$ cat config.mk
export PLATFORM = sky130hd
export DESIGN_NAME = rf_wb_arbiter
export DESIGN_NICKNAME = d
export VERILOG_FILES = /design/src/rtl/mips_pkg.sv /design/src/rtl/wb_fifo.sv /design/src/rtl/rf_wb_arbiter.sv
export SDC_FILE = /design/constraint.sdc
export NUM_CORES = 1
export LEC_CHECK = 0
export BUFFER_PORTS_ARGS = -buffer_cell sky130_fd_sc_hd__buf_2
export CORE_ASPECT_RATIO = 0.7
export CORE_UTILIZATION = 33
export CTS_CLUSTER_SIZE = 10
export DETAILED_ROUTE_END_ITERATION = 16
export GPL_TIMING_DRIVEN = 0
export PLACE_DENSITY_LB_ADDON = 0.2
export SLEW_MARGIN = 30
export SYNTH_ARGS = -nofsm -noshare
export SYNTH_HDL_FRONTEND = slang
export SYNTH_SLANG_ARGS = --single-unit
export TNS_END_PERCENT = 1
$ cat constraint.sdc
create_clock -name clk -period 3.8 [get_ports clk]
set_input_delay 0.38 -clock clk [delete_from_list [all_inputs] [get_ports clk]]
set_output_delay 0.38 -clock clk [all_outputs]
set_load 0.02 [all_outputs]
$ cat src/rtl/mips_pkg.sv
// Shared MIPS pipeline types: register-file geometry, write requests and
// write-port source tags used by the writeback arbiter.
package mips_pkg;
  localparam int REG_AW = 5;
  localparam int DATA_W = 32;

  typedef struct packed {
    logic              we;
    logic [REG_AW-1:0] waddr;
    logic [DATA_W-1:0] wdata;
  } wb_req_t;

  typedef enum logic [1:0] {
    SRC_NONE,
    SRC_PIPE,
    SRC_MDU
  } wb_src_e;
endpackage

$ cat src/rtl/wb_fifo.sv
// Small circular buffer holding MDU writeback requests until they win the
// register-file write port. DEPTH must be a power of two, at least 2.
module wb_fifo
  import mips_pkg::*;
#(
  parameter int DEPTH = 4,
  localparam int AW = $clog2(DEPTH)
) (
  input  logic        clk,
  input  logic        rst,
  input  logic        push,
  input  wb_req_t     push_req,
  input  logic        pop,
  output wb_req_t     head,
  output logic        full,
  output logic        empty,
  output logic [AW:0] count
);
  localparam logic [AW-1:0] PTR_ONE  = 1;
  localparam logic [AW:0]   CNT_ONE  = 1;
  localparam logic [AW:0]   FULL_CNT = (AW+1)'(DEPTH);

  wb_req_t       mem_q [DEPTH];
  logic [AW-1:0] wr_ptr_q, rd_ptr_q;
  logic [AW:0]   count_q, count_d;

  always_comb begin
    count_d = count_q;
    if (push && !pop)      count_d = count_q + CNT_ONE;
    else if (!push && pop) count_d = count_q - CNT_ONE;
  end

  // Pointers wrap for free because DEPTH is a power of two.
  always_ff @(posedge clk or posedge rst) begin
    if (rst) begin
      wr_ptr_q <= '0;
      rd_ptr_q <= '0;
      count_q  <= '0;
    end else begin
      if (push) wr_ptr_q <= wr_ptr_q + PTR_ONE;
      if (pop)  rd_ptr_q <= rd_ptr_q + PTR_ONE;
      count_q <= count_d;
    end
  end

  always_ff @(posedge clk) begin
    if (push) mem_q[wr_ptr_q] <= push_req;
  end

  assign head  = mem_q[rd_ptr_q];
  assign full  = (count_q == FULL_CNT);
  assign empty = (count_q == '0);
  assign count = count_q;
endmodule

$ cat src/rtl/rf_wb_arbiter.sv
// Register-file write-port arbiter: shares the single port between the WB
// stage and buffered MDU results, with starvation relief and a pending
// scoreboard. Define RF_WB_BYPASS_EN to let MDU results skip an empty FIFO.
module rf_wb_arbiter
  import mips_pkg::*;
#(
  parameter int FIFO_DEPTH   = 4,
  parameter int STARVE_LIMIT = 3
) (
  input  logic              clk,
  input  logic              rst,
  input  logic              pipe_we,
  input  logic [REG_AW-1:0] pipe_waddr,
  input  logic [DATA_W-1:0] pipe_wdata,
  output logic              pipe_stall,
  input  logic              mdu_valid,
  output logic              mdu_ready,
  input  logic [REG_AW-1:0] mdu_waddr,
  input  logic [DATA_W-1:0] mdu_wdata,
  input  logic              mdu_issue_valid,
  input  logic [REG_AW-1:0] mdu_issue_addr,
  input  logic [REG_AW-1:0] chk_addr_1,
  input  logic [REG_AW-1:0] chk_addr_2,
  output logic              chk_busy_1,
  output logic              chk_busy_2,
  output logic              rf_we,
  output logic [REG_AW-1:0] rf_waddr,
  output logic [DATA_W-1:0] rf_wdata
);
  localparam int CW = $clog2(FIFO_DEPTH) + 1;
  localparam int SW = $clog2(STARVE_LIMIT + 2);
  localparam logic [SW-1:0] STARVE_MAX = SW'(STARVE_LIMIT);
  localparam logic [SW-1:0] STARVE_ONE = 1;
  localparam logic [CW-1:0] DEPTH_CNT  = CW'(FIFO_DEPTH);

  wb_req_t       pipe_req, mdu_req, fifo_head, grant_req;
  wb_src_e       grant_src;
  logic          fifo_push, fifo_pop, fifo_full, fifo_empty, bypass;
  logic [CW-1:0] fifo_count;

  logic [SW-1:0]     starve_q, starve_d;
  logic [31:0]       pending_q, pending_d;
  logic              rf_we_q, rf_we_d, rf_mdu_q, rf_mdu_d;
  logic [REG_AW-1:0] rf_waddr_q, rf_waddr_d;
  logic [DATA_W-1:0] rf_wdata_q, rf_wdata_d;

  assign pipe_req = '{we: 1'b1, waddr: pipe_waddr, wdata: pipe_wdata};
  assign mdu_req  = '{we: 1'b1, waddr: mdu_waddr,  wdata: mdu_wdata};

  wb_fifo #(.DEPTH(FIFO_DEPTH)) u_fifo (
    .clk      (clk),
    .rst      (rst),
    .push     (fifo_push),
    .push_req (mdu_req),
    .pop      (fifo_pop),
    .head     (fifo_head),
    .full     (fifo_full),
    .empty    (fifo_empty),
    .count    (fifo_count)
  );

  assign pipe_stall = (starve_q == STARVE_MAX);
  assign mdu_ready  = (fifo_count < DEPTH_CNT);
  assign fifo_push  = mdu_valid && !fifo_full && !bypass;

  // A stalled pipe request is re-presented next cycle, so it never wins here.
  always_comb begin
    grant_src = SRC_NONE;
    grant_req = '0;
    fifo_pop  = 1'b0;
    bypass    = 1'b0;
    if (pipe_stall && !fifo_empty) begin
      grant_src = SRC_MDU;
      grant_req = fifo_head;
      fifo_pop  = 1'b1;
    end else if (pipe_we && !pipe_stall) begin
      grant_src = SRC_PIPE;
      grant_req = pipe_req;
    end else if (!fifo_empty) begin
      grant_src = SRC_MDU;
      grant_req = fifo_head;
      fifo_pop  = 1'b1;
    end
`ifdef RF_WB_BYPASS_EN
    else if (mdu_valid) begin
      grant_src = SRC_MDU;
      grant_req = mdu_req;
      bypass    = 1'b1;
    end
`else
`endif
  end

  always_comb begin
    starve_d = starve_q;
    if (fifo_pop || fifo_empty)      starve_d = '0;
    else if (pipe_we && !pipe_stall) starve_d = starve_q + STARVE_ONE;
  end

  // r0 requests still take the grant but never reach the register file.
  always_comb begin
    rf_we_d    = (grant_src != SRC_NONE) && grant_req.we && (grant_req.waddr != '0);
    rf_mdu_d   = rf_we_d && (grant_src == SRC_MDU);
    rf_waddr_d = grant_req.waddr;
    rf_wdata_d = grant_req.wdata;
  end

  // Set after clear so a same-cycle reissue keeps the register pending.
  always_comb begin
    pending_d = pending_q;
    if (rf_mdu_q) pending_d[rf_waddr_q] = 1'b0;
    if (mdu_issue_valid && (mdu_issue_addr != '0)) pending_d[mdu_issue_addr] = 1'b1;
    pending_d[0] = 1'b0;
  end

  always_ff @(posedge clk or posedge rst) begin
    if (rst) begin
      starve_q   <= '0;
      pending_q  <= '0;
      rf_we_q    <= 1'b0;
      rf_mdu_q   <= 1'b0;
      rf_waddr_q <= '0;
      rf_wdata_q <= '0;
    end else begin
      starve_q   <= starve_d;
      pending_q  <= pending_d;
      rf_we_q    <= rf_we_d;
      rf_mdu_q   <= rf_mdu_d;
      rf_waddr_q <= rf_waddr_d;
      rf_wdata_q <= rf_wdata_d;
    end
  end

  assign chk_busy_1 = pending_q[chk_addr_1];
  assign chk_busy_2 = pending_q[chk_addr_2];
  assign rf_we      = rf_we_q;
  assign rf_waddr   = rf_waddr_q;
  assign rf_wdata   = rf_wdata_q;
endmodule

Word-level counts from Yosys, hierarchy flattened
Memory sizes are Yosys's and may differ from the RTL's. Cells that the tools add are included.

Memory bits (writable): 148. Bits of input ports: 94. Word-level logic and storage cells: 76. Flip-flop bits (word level): 80. Output and inout port bits: 42. Memories kept: 1.

Add/subtract/negate cells: 5. Equal/unequal tests: 3. Reduce and logical (&&, ||, !) cells: 23. Mux-type cells: 25. Order comparisons: 7. Bitwise logic cells: 3.

Memories: u_fifo.mem_q (depth 4, bits a word 37, rd ports 1, clocked after Yosys merged registers in 0, wr ports 1, line wb_fifo.sv:23) `wb_req_t mem_q [DEPTH];`.

Operators by type and width (count): $mux W38 (3); $mux W32 (2); $and A32 B32 Y32 (1); $not A32 Y32 (1); $or A32 B32 Y32 (1); $lt A5 B6 Y1 const B (4); $mux W3 (4); $logic_and A1 B1 Y1 (11); $bmux W1 S5 (2); $demux W1 S5 (2); $ge A5 B1 Y1 const B (2); $reduce_bool A5 Y1 (2); $mux W1 (9); $add A3 B1 Y3 const B (2); $mux W2 (3); $reduce_bool A2 Y1 (3); $logic_not A1 Y1 (5); $add A2 B1 Y2 const B (2); $eq A3 B2 Y1 const B (1); $eq A3 B3 Y1 const B (1); $logic_not A3 Y1 (1); $lt A3 B3 Y1 const B (1); $sub A3 B1 Y3 const B (1); $eq A2 B2 Y1 const B (1); $logic_or A1 B1 Y1 (1).

Logic depth before layout (Yosys ltp)
Gate-level depths: netlist of the first run.

Depth in word-level cells: 9. Depth in mapped cells: 12. Depth with buffers taken out: 11.

Hierarchy
Synthesis of the first run repeated with hierarchy kept, for this count alone.

Cell total of the unflattened synthesis: 604. Area total of the unflattened synthesis: 9574.2 um^2.

Modules (own cells, without submodules): wb_fifo (area each 5928.2 um^2, cells an instance 234, times used 1, seq. area each 4739.5 um^2); rf_wb_arbiter (area each 3646.0 um^2, cells an instance 370, times used 1, seq. area each 1826.8 um^2).

Worst setup path before layout of the first run
No wires, ideal clock.

Path type: reg-to-reg. Start point: register starve_q[0]. End point: register u_fifo.count_q[2], in the netlist u_fifo.count[2]. Cell stages (with the launch flop): 13. Setup time: 0.080 ns. Arrival time: 2.752 ns. Slack: 0.968 ns. Data required time: 3.720 ns. Clock period less this slack: 2.832 ns. Path buffers: 1. Cell sequence: dfrtp_1 > ha_1 > ha_1 > or3b_2 > and2_1 > clkbuf_1 > inv_1 > ha_1 > inv_1 > fa_1 > xor2_1 > nor2_1 > xnor2_1.

Longest elaborated chain between the ends: 8. Elaborated cells between the ends (all ways): 11. Those cells by class: 1 x eq/ne; 3 x mux; 7 x reduce/logical.

Ends and longest elaborated chain: start, declared (line rf_wb_arbiter.sv:41) `logic [SW-1:0] starve_q, starve_d;`; start signal, assigned (line rf_wb_arbiter.sv:125) `starve_q <= starve_d;`; $eq A3 B2 Y1 * (line rf_wb_arbiter.sv:62) `assign pipe_stall = (starve_q == STARVE_MAX);`; named net pipe_stall (line rf_wb_arbiter.sv:15) `output logic pipe_stall,`; $logic_not A1 Y1 (line rf_wb_arbiter.sv:76) `end else if (pipe_we && !pipe_stall) begin`; $logic_and A1 B1 Y1 (line rf_wb_arbiter.sv:76); $mux W1 (line rf_wb_arbiter.sv:76); $mux W1 * (line rf_wb_arbiter.sv:72) `if (pipe_stall && !fifo_empty) begin`; $logic_not A1 Y1 (line wb_fifo.sv:29) `if (push && !pop) count_d = count_q + CNT_ONE;`; $logic_and A1 B1 Y1 (line wb_fifo.sv:29); $mux W3 / $reduce_bool A2 Y1 (equally long branches); end signal, assigned (line wb_fifo.sv:42) `count_q <= count_d;`; end, declared (line wb_fifo.sv:25) `logic [AW:0] count_q, count_d;`.

The timed path passes the listed nets; every way through them passes the cells marked *. A chain may end at the register's enable or synchronous reset.

Final worst setup path of the first run
Start point: register starve_q[0]. End point: register u_fifo.count_q[2], in the netlist u_fifo.count[2].

Longest elaborated chain between the ends: 8. Elaborated cells between the ends (all ways): 11. Those cells by class: 1 x eq/ne; 3 x mux; 7 x reduce/logical.

Ends and longest elaborated chain (line): $eq A3 B2 Y1 * (rf_wb_arbiter.sv:62); $logic_not A1 Y1 (rf_wb_arbiter.sv:76); $logic_and A1 B1 Y1 (rf_wb_arbiter.sv:76); $mux W1 (rf_wb_arbiter.sv:76); $mux W1 * (rf_wb_arbiter.sv:72); $logic_not A1 Y1 (wb_fifo.sv:29); $logic_and A1 B1 Y1 (wb_fifo.sv:29); $mux W3 / $reduce_bool A2 Y1 (equally long branches).

Every way passes the cells marked *; elsewhere a longest branch is shown, timed or not.

==> results_dict.tcl, run 1 <==
set metrics [dict create \
    avgSynthCellArea_um2 18.51 \
    io-pin-count 136 \
    min_period_ns 3.144 \
    final_nets 754 \
    synthCells 485 \
    viasPerCell 5.003 \
    nFillCells 2456 \
    switching_share_pct 31.93 \
    area_growth_pct 22.62 \
    hold_violations 0 \
    status "finished clean" \
    power.switching_mw 2.777 \
    firstDrtPassIters 5 \
    grt_pass1_vias 5577 \
    ys_types 26 \
    rsz0062_at_grt "false" \
    drt_iter0_markers 260 \
    rows 50 \
    insertion_delay_ns 0.53 \
    die_y_um 140.0 \
    fin_setup_tns_ns 0 \
    syn_nets 588 \
    fmax_mhz 318.1 \
    synth.most_common_cell "edfxtp_1" \
    grt_pass1_wl_um 33020 \
    die_area_um2 27870 \
    slew-limit-headroom_pct 49.84 \
    dieWidth_um 199.1 \
    synth-seq-area-share_pct 71.81 \
    period_share_pct 82.73 \
    post-cts-setup-buffer-count 0 \
    start_kind "register" \
    pwr-share-clk_pct 26.6 \
    criticalPathCategory "register to register" \
    coreArea_um2 26710 \
    critPathCaptureType "register" \
    p_leak_nw 4.064 \
    grt_util_all_layers_pct 15.91 \
    antenna_found_initial 4 \
    cts_tree "yes" \
    p_int_mw 5.920 \
    gp_congestion 0.7736 \
    root_buffer "clkbuf_16" \
    grt_max_degree 61 \
    cts_sinks 228 \
    vias 5193 \
    setup_viol 0 \
    arrival_ns 3.58 \
    power_density_nw_per_um2 790.1 \
    routed_wl_um 21710 \
    pwr-share-seq_pct 42.8 \
    cts_made_buffers 27 \
    synth_edf_count 148 \
    netlist_area_um2 8976 \
    antenna_left 0 \
    drive_above_1_share_pct 36.16 \
    cap_violations 0 \
    clockBufferDepth 3 \
    overflow 0 \
    hp-start "mdu_waddr[3]" \
    synth_area_leaders "edfxtp_1 50%, dfrtp_1 22%, mux4_2 14%, o21ai_0 3.6%, a22o_1 3.6%" \
    hold_path.class "primary input to register" \
    yosysTopAreaCell "edfxtp_1" \
    required_ns 4.24 \
    ir_worst_vdd_v 0.0003706 \
    ys_seq_elements 228 \
    postLayoutCoreUtil_pct 41.20 \
    cts_htree_levels 1 \
    netlist.area_leader.share_pct 49.51 \
    yosysWarnings 0 \
    place_hpwl_um 14300 \
    async_flop_share_pct 35.09 \
    synth_commonest_cells "148 x edfxtp_1, 80 x dfrtp_1, 65 x o21ai_0" \
    r2r-start "starve_q[0]$_DFFE_PP0P_" \
    synth_flop_cell "edfxtp_1" \
    io_buffers 131 \
    clk_pin_slew_worst_paths_ns 0.06 \
    worstMarginPinSlew_ns 0.7524 \
    comb_power_share_pct 30.6 \
    cp-startpoint "starve_q[0]$_DFFE_PP0P_" \
    path_max_fanout 10 \
    initial_core_util_pct 33.60 \
    wl_per_cell_um 20.91 \
    maxSlewViolCount 0 \
    drc 0 \
    finClkSkew_ns 0.02493 \
]
through the flow:
step                      instance area [µm²]  setup slack [ns]  power [mW]  hold WS, ns  std cells
final                                   11010            0.6563       8.697      0.06222       1038
after global routing                    11000            0.4503       9.175      0.04112       1036
after CTS                               11000            0.6023       8.829      0.03369       1036
after detailed placement                10210            0.6195       6.481       0.3642        985
after global placement                  10090            0.1366       6.332       0.4262        980
after floorplan                          8976            0.9679       5.477       0.4084        485
area by class of cell:
cell class / instances / area [µm²] / share of cell area (%)
clock buffer: 48 / 764.5 / 6.946
multi-input combinational: 231 / 2435 / 22.12
tap: 364 / 455.4 / 4.138
antenna: 2 / 5.005 / 0.04547
clock inverter: 2 / 17.52 / 0.1591
inverter: 7 / 31.28 / 0.2842
sequential: 228 / 6446 / 58.57
timing repair buffer: 137 / 773.2 / 7.025
buffer: 19 / 78.83 / 0.7162
worst paths after layout:
check,depth (start not counted),slack [ns],to
setup / recovery,12,0.66,u_fifo.count[2]$_DFFE_PP0P_
hold / removal,1,0.06,u_fifo.mem_q[2][35]$_DFFE_PP_
setup reg to reg,12,0.66,u_fifo.count[2]$_DFFE_PP0P_
hold reg to reg,1,0.45,starve_q[0]$_DFFE_PP0P_
max in group asynchronous,4,2.83,rf_wdata[19]$_DFF_PP0_
min in group asynchronous,3,0.34,rf_wdata[1]$_DFF_PP0_
routing by layer:
metal | wire length (µm) | vias to the layer above | share of wire, % | global-route usage, %
li1 | - | 2297 | - | -
met1 | 9596 | 2699 | 44 | 21.39
met2 | 10340 | 155 | 48 | 25.77
met3 | 1345 | 38 | 6.2 | 3.853
met4 | 409 | 4 | 1.9 | 4.251
met5 | 21 | - | 0.097 | 0
timing repair:
action | 4_1_cts | 5_1_grt
endpoints found under the hold margin | 20 | 0
resized for setup | 0 | 0
hold buffers | 1 | 0
sequential cells by signal, summed over array words and instances (netlist names):
signal / count
rf_wdata: 32
u_fifo.count: 3
u_fifo.mem_q: 148
u_fifo.rd_ptr_q: 2
rf_we: 1
pending_q: 31
rf_mdu_q: 1
u_fifo.wr_ptr_q: 2
rf_waddr: 5
starve_q: 3
cells by family after synthesis:
logic type      synth area share [%]
compound gates                 7.485
flops                          71.81
xor+xnor                      0.5854
mux                            14.43
buf+inv                        1.171
fa+ha+maj                      1.338
simple gates                   3.178
placed cells by master (no fill, tap or decap), types with 2 or more instances in the layout:
cell type and instances:
clkbuf_16 27, dfrtp_1 80, buf_12 4, inv_6 3, diode_2 2, edfxtp_1 148
mux4_2 55, a22o_1 37, clkbuf_1 33, or3_1 3, and2_4 4, nor2_1 9
nand3b_1 10, nand3_1 4, nand2_1 12, o21ai_0 65, buf_2 137, inv_1 6
mux2_2 5, xnor2_1 5, or3b_2 5, ha_1 8
power by group through the flow:
stage | clock network, mW | registers, mW | logic [mW]
4_1_cts | 2.38 | 3.73 | 2.72
2_1_floorplan | 0 | 3.92 | 1.55
3_5_place_dp | 0 | 3.77 | 2.71
3_3_place_gp | 0 | 3.75 | 2.59
5_1_grt | 2.48 | 3.79 | 2.90
6_report | 2.31 | 3.72 | 2.66
worst max-delay path, stage by stage, from the launching register on:
cell and delay (ns):
dfrtp_1 0.38, ha_1 0.22, ha_1 0.21, or3b_2 0.46
and2_1 0.20, clkbuf_1 0.31, inv_1 0.24, ha_1 0.21
inv_1 0.06, fa_1 0.37, xor2_1 0.17, nor2_1 0.11
xnor2_1 0.13
No activity file was read; power rests on OpenSTA's default activity.
==> run 2, diff against run 1 <==
Clock period 3.8 ns to 2.7 ns, I/O delays scaled along.
==> run 2 against run 1 <==
Effect of this change:
- critical path depth unchanged
- non-clock buffer count up 68
- maximum frequency rose by 21%
- clock-buffer cell count down 1
- flip-flop and latch count did not move
- cell count grew 6.2%
- largest power group unchanged
- critical path type unchanged
- register-to-register slack worse by 0.55 ns
- via count is 5.5% higher
- first-iteration DRC count grew 33%
- die area is the same
- clock skew down 0.018 ns
==> results_dict.tcl, run 2 (same netlist as run 1, synthesis figures left out) <==
set metrics [dict create \
    io_buffers 131 \
    gp_congestion 0.7921 \
    area_growth_pct 30.35 \
    worstMarginPinSlew_ns 0.7562 \
    cts_sinks 228 \
    route.met3.wl_um 1432 \
    initial_core_util_pct 33.60 \
    final.setup.worst_slack_ns 0.1023 \
    rows 50 \
    criticalPathCategory "register to register" \
    regArea_um2 6446 \
    design_area_um2 11700 \
    cts_made_buffers 27 \
    grt_max_degree 50 \
    dr.max_layer_used "met4" \
    period_share_pct 96.21 \
    coreArea_um2 26710 \
    rr_worst_depth 12 \
    status "finished clean" \
    cts_htree_levels 1 \
    routed_wl_um 21910 \
    diodes 0 \
    top_register "u_fifo.mem_q" \
    pre_cts_ws_ns -0.3638 \
    root_buffer "clkbuf_16" \
    vias 5481 \
    antenna_left 0 \
    slew-limit-headroom_pct 49.59 \
    maxSlewViolCount 0 \
    ir_worst_vdd_v 0.0004535 \
    reg2reg_slack_ns 0.10 \
    fmax_mhz 385.0 \
    cap_violations 0 \
    hold_depth 2 \
    r2r-end "u_fifo.count[2]$_DFFE_PP0P_" \
    io-pin-count 136 \
    largest_register_ffs 148 \
    min_to "rf_waddr[3]$_DFF_PP0_" \
    drc 0 \
    clockBufferDepth 3 \
    critPathCaptureType "register" \
    final_nets 822 \
    power_density_nw_per_um2 1057 \
    start_kind "register" \
    clk_pin_slew_worst_paths_ns 0.05 \
    dieWidth_um 199.1 \
    layout_commonest_cell "edfxtp_1" \
    drive_above_1_share_pct 33.74 \
    die_area_um2 27870 \
    grt_pass1_wl_um 34020 \
    required_ns 3.13 \
    final_cell_mix "148 x edfxtp_1, 137 x buf_2, 80 x dfrtp_1" \
    firstDrtPassIters 5 \
    insertion_delay_ns 0.52 \
    nFillCells 2423 \
    arrival_ns 3.03 \
    rsz0062_at_grt "false" \
    min_period_ns 2.598 \
    grt_util_all_layers_pct 16.22 \
    viasPerCell 4.974 \
    drt-met1-wl_um 9771 \
    r2r-start "starve_q[0]$_DFFE_PP0P_" \
    multiInputGateArea_um2 2480 \
    postLayoutCoreUtil_pct 43.80 \
    fin_setup_tns_ns 0 \
    drt_iter0_markers 345 \
    place_hpwl_um 13770 \
    timing.hold.ws_ns 0.02077 \
    path_max_fanout 3 \
    wl_per_cell_um 19.88 \
    hold_violations 0 \
    setup_viol 0 \
    place_inst 982 \
    antenna_found_initial 0 \
    finClkSkew_ns 0.006542 \
    hold_path.class "primary input to register" \
    die_y_um 140.0 \
    stdcell_count 1102 \
    overflow 0 \
    placed_area_um2 10160 \
    p_leak_nw 4.341 \
    p_total_mw 12.36 \
    route.met2.wl_um 10280 \
    cts_tree "yes" \
    hp-start "pipe_waddr[3]" \
    grt_pass1_vias 5810 \
]
run 2: cell count changes in the layout (fill, tap and decap cells not counted), moves of 2 or more:
| cell | before | now |
|---|---|---|
| buf_12 | 4 | 1 |
| buf_4 | 0 | 2 |
| clkbuf_1 | 33 | 31 |
| diode_2 | 2 | 0 |
| dlygate4sd3_1 | 1 | 70 |
| ha_1 | 8 | 4 |
| ha_4 | 0 | 3 |
| inv_6 | 3 | 1 |
run 2: worst max-delay path: stages, from the launching register on:
cell and delay (ns):
dfrtp_1 0.41, ha_4 0.19, ha_2 0.18, or3b_2 0.43, and2_4 0.18, clkbuf_8 0.14, inv_4 0.07, ha_4 0.13
inv_1 0.05, fa_2 0.33, xor2_1 0.17, nor2_1 0.12, xnor2_1 0.13
run 2: where the power goes:
part,internal (mW),switching [mW],total [mW]
logic,1.73,2.15,3.88
clock network,1.91,1.33,3.24
registers,4.79,0.460,5.25
total,8.43,3.93,12.4
run 2: worst max path at each step:
stage,slack (ns),start,cells after the start,to
floorplan,0.002,starve_q[0]$_DFFE_PP0P_,12,u_fifo.count[2]$_DFFE_PP0P_
global placement,-0.90,rst,2,rf_wdata[26]$_DFF_PP0_
detailed placement,-0.36,starve_q[0]$_DFFE_PP0P_,12,u_fifo.count[2]$_DFFE_PP0P_
CTS,0.003,starve_q[0]$_DFFE_PP0P_,12,u_fifo.count[2]$_DFFE_PP0P_
global route,0.01,starve_q[0]$_DFFE_PP0P_,12,u_fifo.count[2]$_DFFE_PP0P_
finish,0.10,starve_q[0]$_DFFE_PP0P_,12,u_fifo.count[2]$_DFFE_PP0P_
run 2: area by class of cell:
class	count	share of cell area [%]
Timing Repair Buffer	205	12.13
Inverter	7	0.2887
Sequential cell	228	55.10
Clock buffer	47	6.598
Tap cell	364	3.893
Clock inverter	1	0.04278
Buffer	19	0.7593
Multi-Input combinational cell	231	21.20
run 2: what timing repair did:
action | CTS | global route
setup endpoints to repair | 2 | 2
hold endpoints to repair | 211 | 0
hold buffers | 70 | 0
pin swaps | 0 | 2
buffers inserted | 1 | 1
gates resized for setup | 7 | 3
run 2: per-layer routing:
| layer | up-vias | global-route usage (%) |
|---|---|---|
| li1 | 2424 | - |
| met1 | 2838 | 22.85 |
| met2 | 182 | 25.60 |
| met3 | 37 | 3.491 |
| met4 | 0 | 3.968 |
| met5 | - | 0 |
==> run 3, diff against run 2 <==
Settings changed: CORE_MARGIN set to 3.
==> run 3 against run 2 <==
Effect of this change:
- first-iteration DRC count rose by 4.9%
- cell count down 0.91%
- clock-buffer cell count fell by 2
- clock skew rose by 0.0047 ns
- register-to-register slack improved by 0.02 ns
- cell area is 0.47% lower
- wire length increased by 0.78%
- sequential power is essentially flat
- sequential share of layout area increased by 0.26 points
- non-clock buffer count did not move
- utilization grew 0.58 points
- combinational power about the same
==> results_dict.tcl, run 3 (same netlist as run 1, synthesis figures left out) <==
set metrics [dict create \
    antenna_found_initial 1 \
    maxSlewViolCount 0 \
    root_buffer "clkbuf_16" \
    diodes 0 \
    pwr-share-clk_pct 25.6 \
    io-pin-count 136 \
    die_area_um2 29250 \
    path_max_fanout 3 \
    criticalPathCategory "register to output port" \
    drive_above_1_share_pct 33.61 \
    cts_tree "yes" \
    cts_sinks 228 \
    ir_worst_vdd_v 0.0004155 \
    final_nets 821 \
    switching_share_pct 31.68 \
    grt_pass1_vias 5969 \
    initial_core_util_pct 34.21 \
    finClkSkew_ns 0.01121 \
    p_int_mw 8.349 \
    rr_worst_depth 12 \
    start_kind "register" \
    timing.hold.ws_ns 0.02166 \
    clockBufferDepth 3 \
    place_hpwl_um 14060 \
    overflow 0 \
    grt_max_degree 60 \
    postLayoutCoreUtil_pct 44.38 \
    viasPerCell 4.982 \
    comb_power_share_pct 31.5 \
    critPathCaptureType "output port" \
    worstMarginPinSlew_ns 0.7484 \
    p_leak_nw 4.320 \
    vias 5440 \
    hold_path.class "primary input to register" \
    drt_iter0_markers 362 \
    hold_depth 2 \
    route.met2.wl_um 10770 \
    r2r-start "starve_q[1]$_DFFE_PP0P_" \
    slew-limit-headroom_pct 50.10 \
    top_register "u_fifo.mem_q" \
    io_buffers 131 \
    cap_violations 0 \
    dr.max_layer_used "met5" \
    antenna_left 0 \
    largest_register_ffs 148 \
    required_ns 2.43 \
    coreArea_um2 26240 \
    clk_pin_slew_worst_paths_ns 0.06 \
    power.switching_mw 3.871 \
    routed_wl_um 22080 \
    drc 0 \
    period_share_pct 96.47 \
    grt_pass1_wl_um 33990 \
    dieWidth_um 203.1 \
    grt_util_all_layers_pct 15.23 \
    insertion_delay_ns 0.51 \
    layout_commonest_cell "edfxtp_1" \
    drt-met1-wl_um 9519 \
    cts_made_buffers 26 \
    hp-start "pipe_waddr[3]" \
    power_density_nw_per_um2 1049 \
    setup_viol 0 \
    cts_htree_levels 1 \
    wl_per_cell_um 20.22 \
    reg2reg_slack_ns 0.12 \
    pwr-share-seq_pct 42.9 \
    min_period_ns 2.605 \
    route.met3.wl_um 1474 \
    rows 49 \
    firstDrtPassIters 6 \
    status "finished clean" \
    gp_congestion 0.7671 \
    fmax_mhz 383.9 \
    rsz0062_at_grt "false" \
    p_total_mw 12.22 \
    hold_violations 0 \
    arrival_ns 2.33 \
    die_y_um 144.0 \
    min_to "rf_waddr[3]$_DFF_PP0_" \
    r2r-end "u_fifo.count[2]$_DFFE_PP0P_" \
    area_growth_pct 29.73 \
    final_cell_mix "148 x edfxtp_1, 137 x buf_2, 80 x dfrtp_1" \
]
-- run 3: worst max-delay path by stage --
stage                            start  cells past startpoint  slack (ns)                     endpoint
2_1_floorplan  starve_q[0]$_DFFE_PP0P_                     12       0.002  u_fifo.count[2]$_DFFE_PP0P_
4_1_cts        starve_q[1]$_DFFE_PP0P_                     12        0.02  u_fifo.count[2]$_DFFE_PP0P_
5_1_grt        starve_q[1]$_DFFE_PP0P_                     12        0.01  u_fifo.count[2]$_DFFE_PP0P_
6_report       pending_q[15]$_DFF_PP0_                      4         0.1                   chk_busy_1
3_5_place_dp   starve_q[0]$_DFFE_PP0P_                     12       -0.36  u_fifo.count[2]$_DFFE_PP0P_
3_3_place_gp                       rst                      2       -0.89       rf_wdata[17]$_DFF_PP0_
-- run 3: final cells by class --
class                           instances  area (µm²)
Fill cell                            2378       14600
Sequential cell                       228        6446
Multi-Input combinational cell        231        2480
Timing Repair Buffer                  205        1406
Clock buffer                           45       743.2
Tap cell                              357       446.7
Buffer                                 19       88.84
Inverter                                7       33.78
-- run 3: through the flow --
stage	cell area [µm²]	cells	setup WS (ns)	setup TNS, ns
floorplan	8990	485	0.001677	0
global placement	10090	973	-0.8871	-103.35
detailed placement	10130	974	-0.3610	-0.6818
CTS	11620	1090	0.02353	0
global route	11640	1092	0.01329	0
finish	11640	1092	0.09521	0
-- run 3: power groups by stage --
stage	sequential [mW]	clock (mW)	combinational, mW
finish	5.24	3.12	3.85
global route	5.34	3.38	4.20
CTS	5.24	3.22	3.93
detailed placement	5.30	0	3.79
global placement	5.26	0	3.67
floorplan	5.52	0	2.20
-- run 3: repair_timing --
action                                  CTS  global route
pin swaps                                 3             2
hold endpoints to repair                201             0
endpoints found under the setup margin    2             1
hold buffers                             70             0
buffers inserted                          1             2
gates resized for setup                   8             2
-- run 3: layer usage --
metal,global-route usage [%],vias up
li1,-,2420
met1,20.29,2797
met2,25.76,191
met3,4.027,30
met4,2.823,2
met5,0,-
-- run 3: worst max-delay path, cell delays in order (launching register included) --
cell and delay, ns:
dfrtp_1 0.40, mux4_2 0.52, mux4_2 0.48, mux2_2 0.27, buf_2 0.16
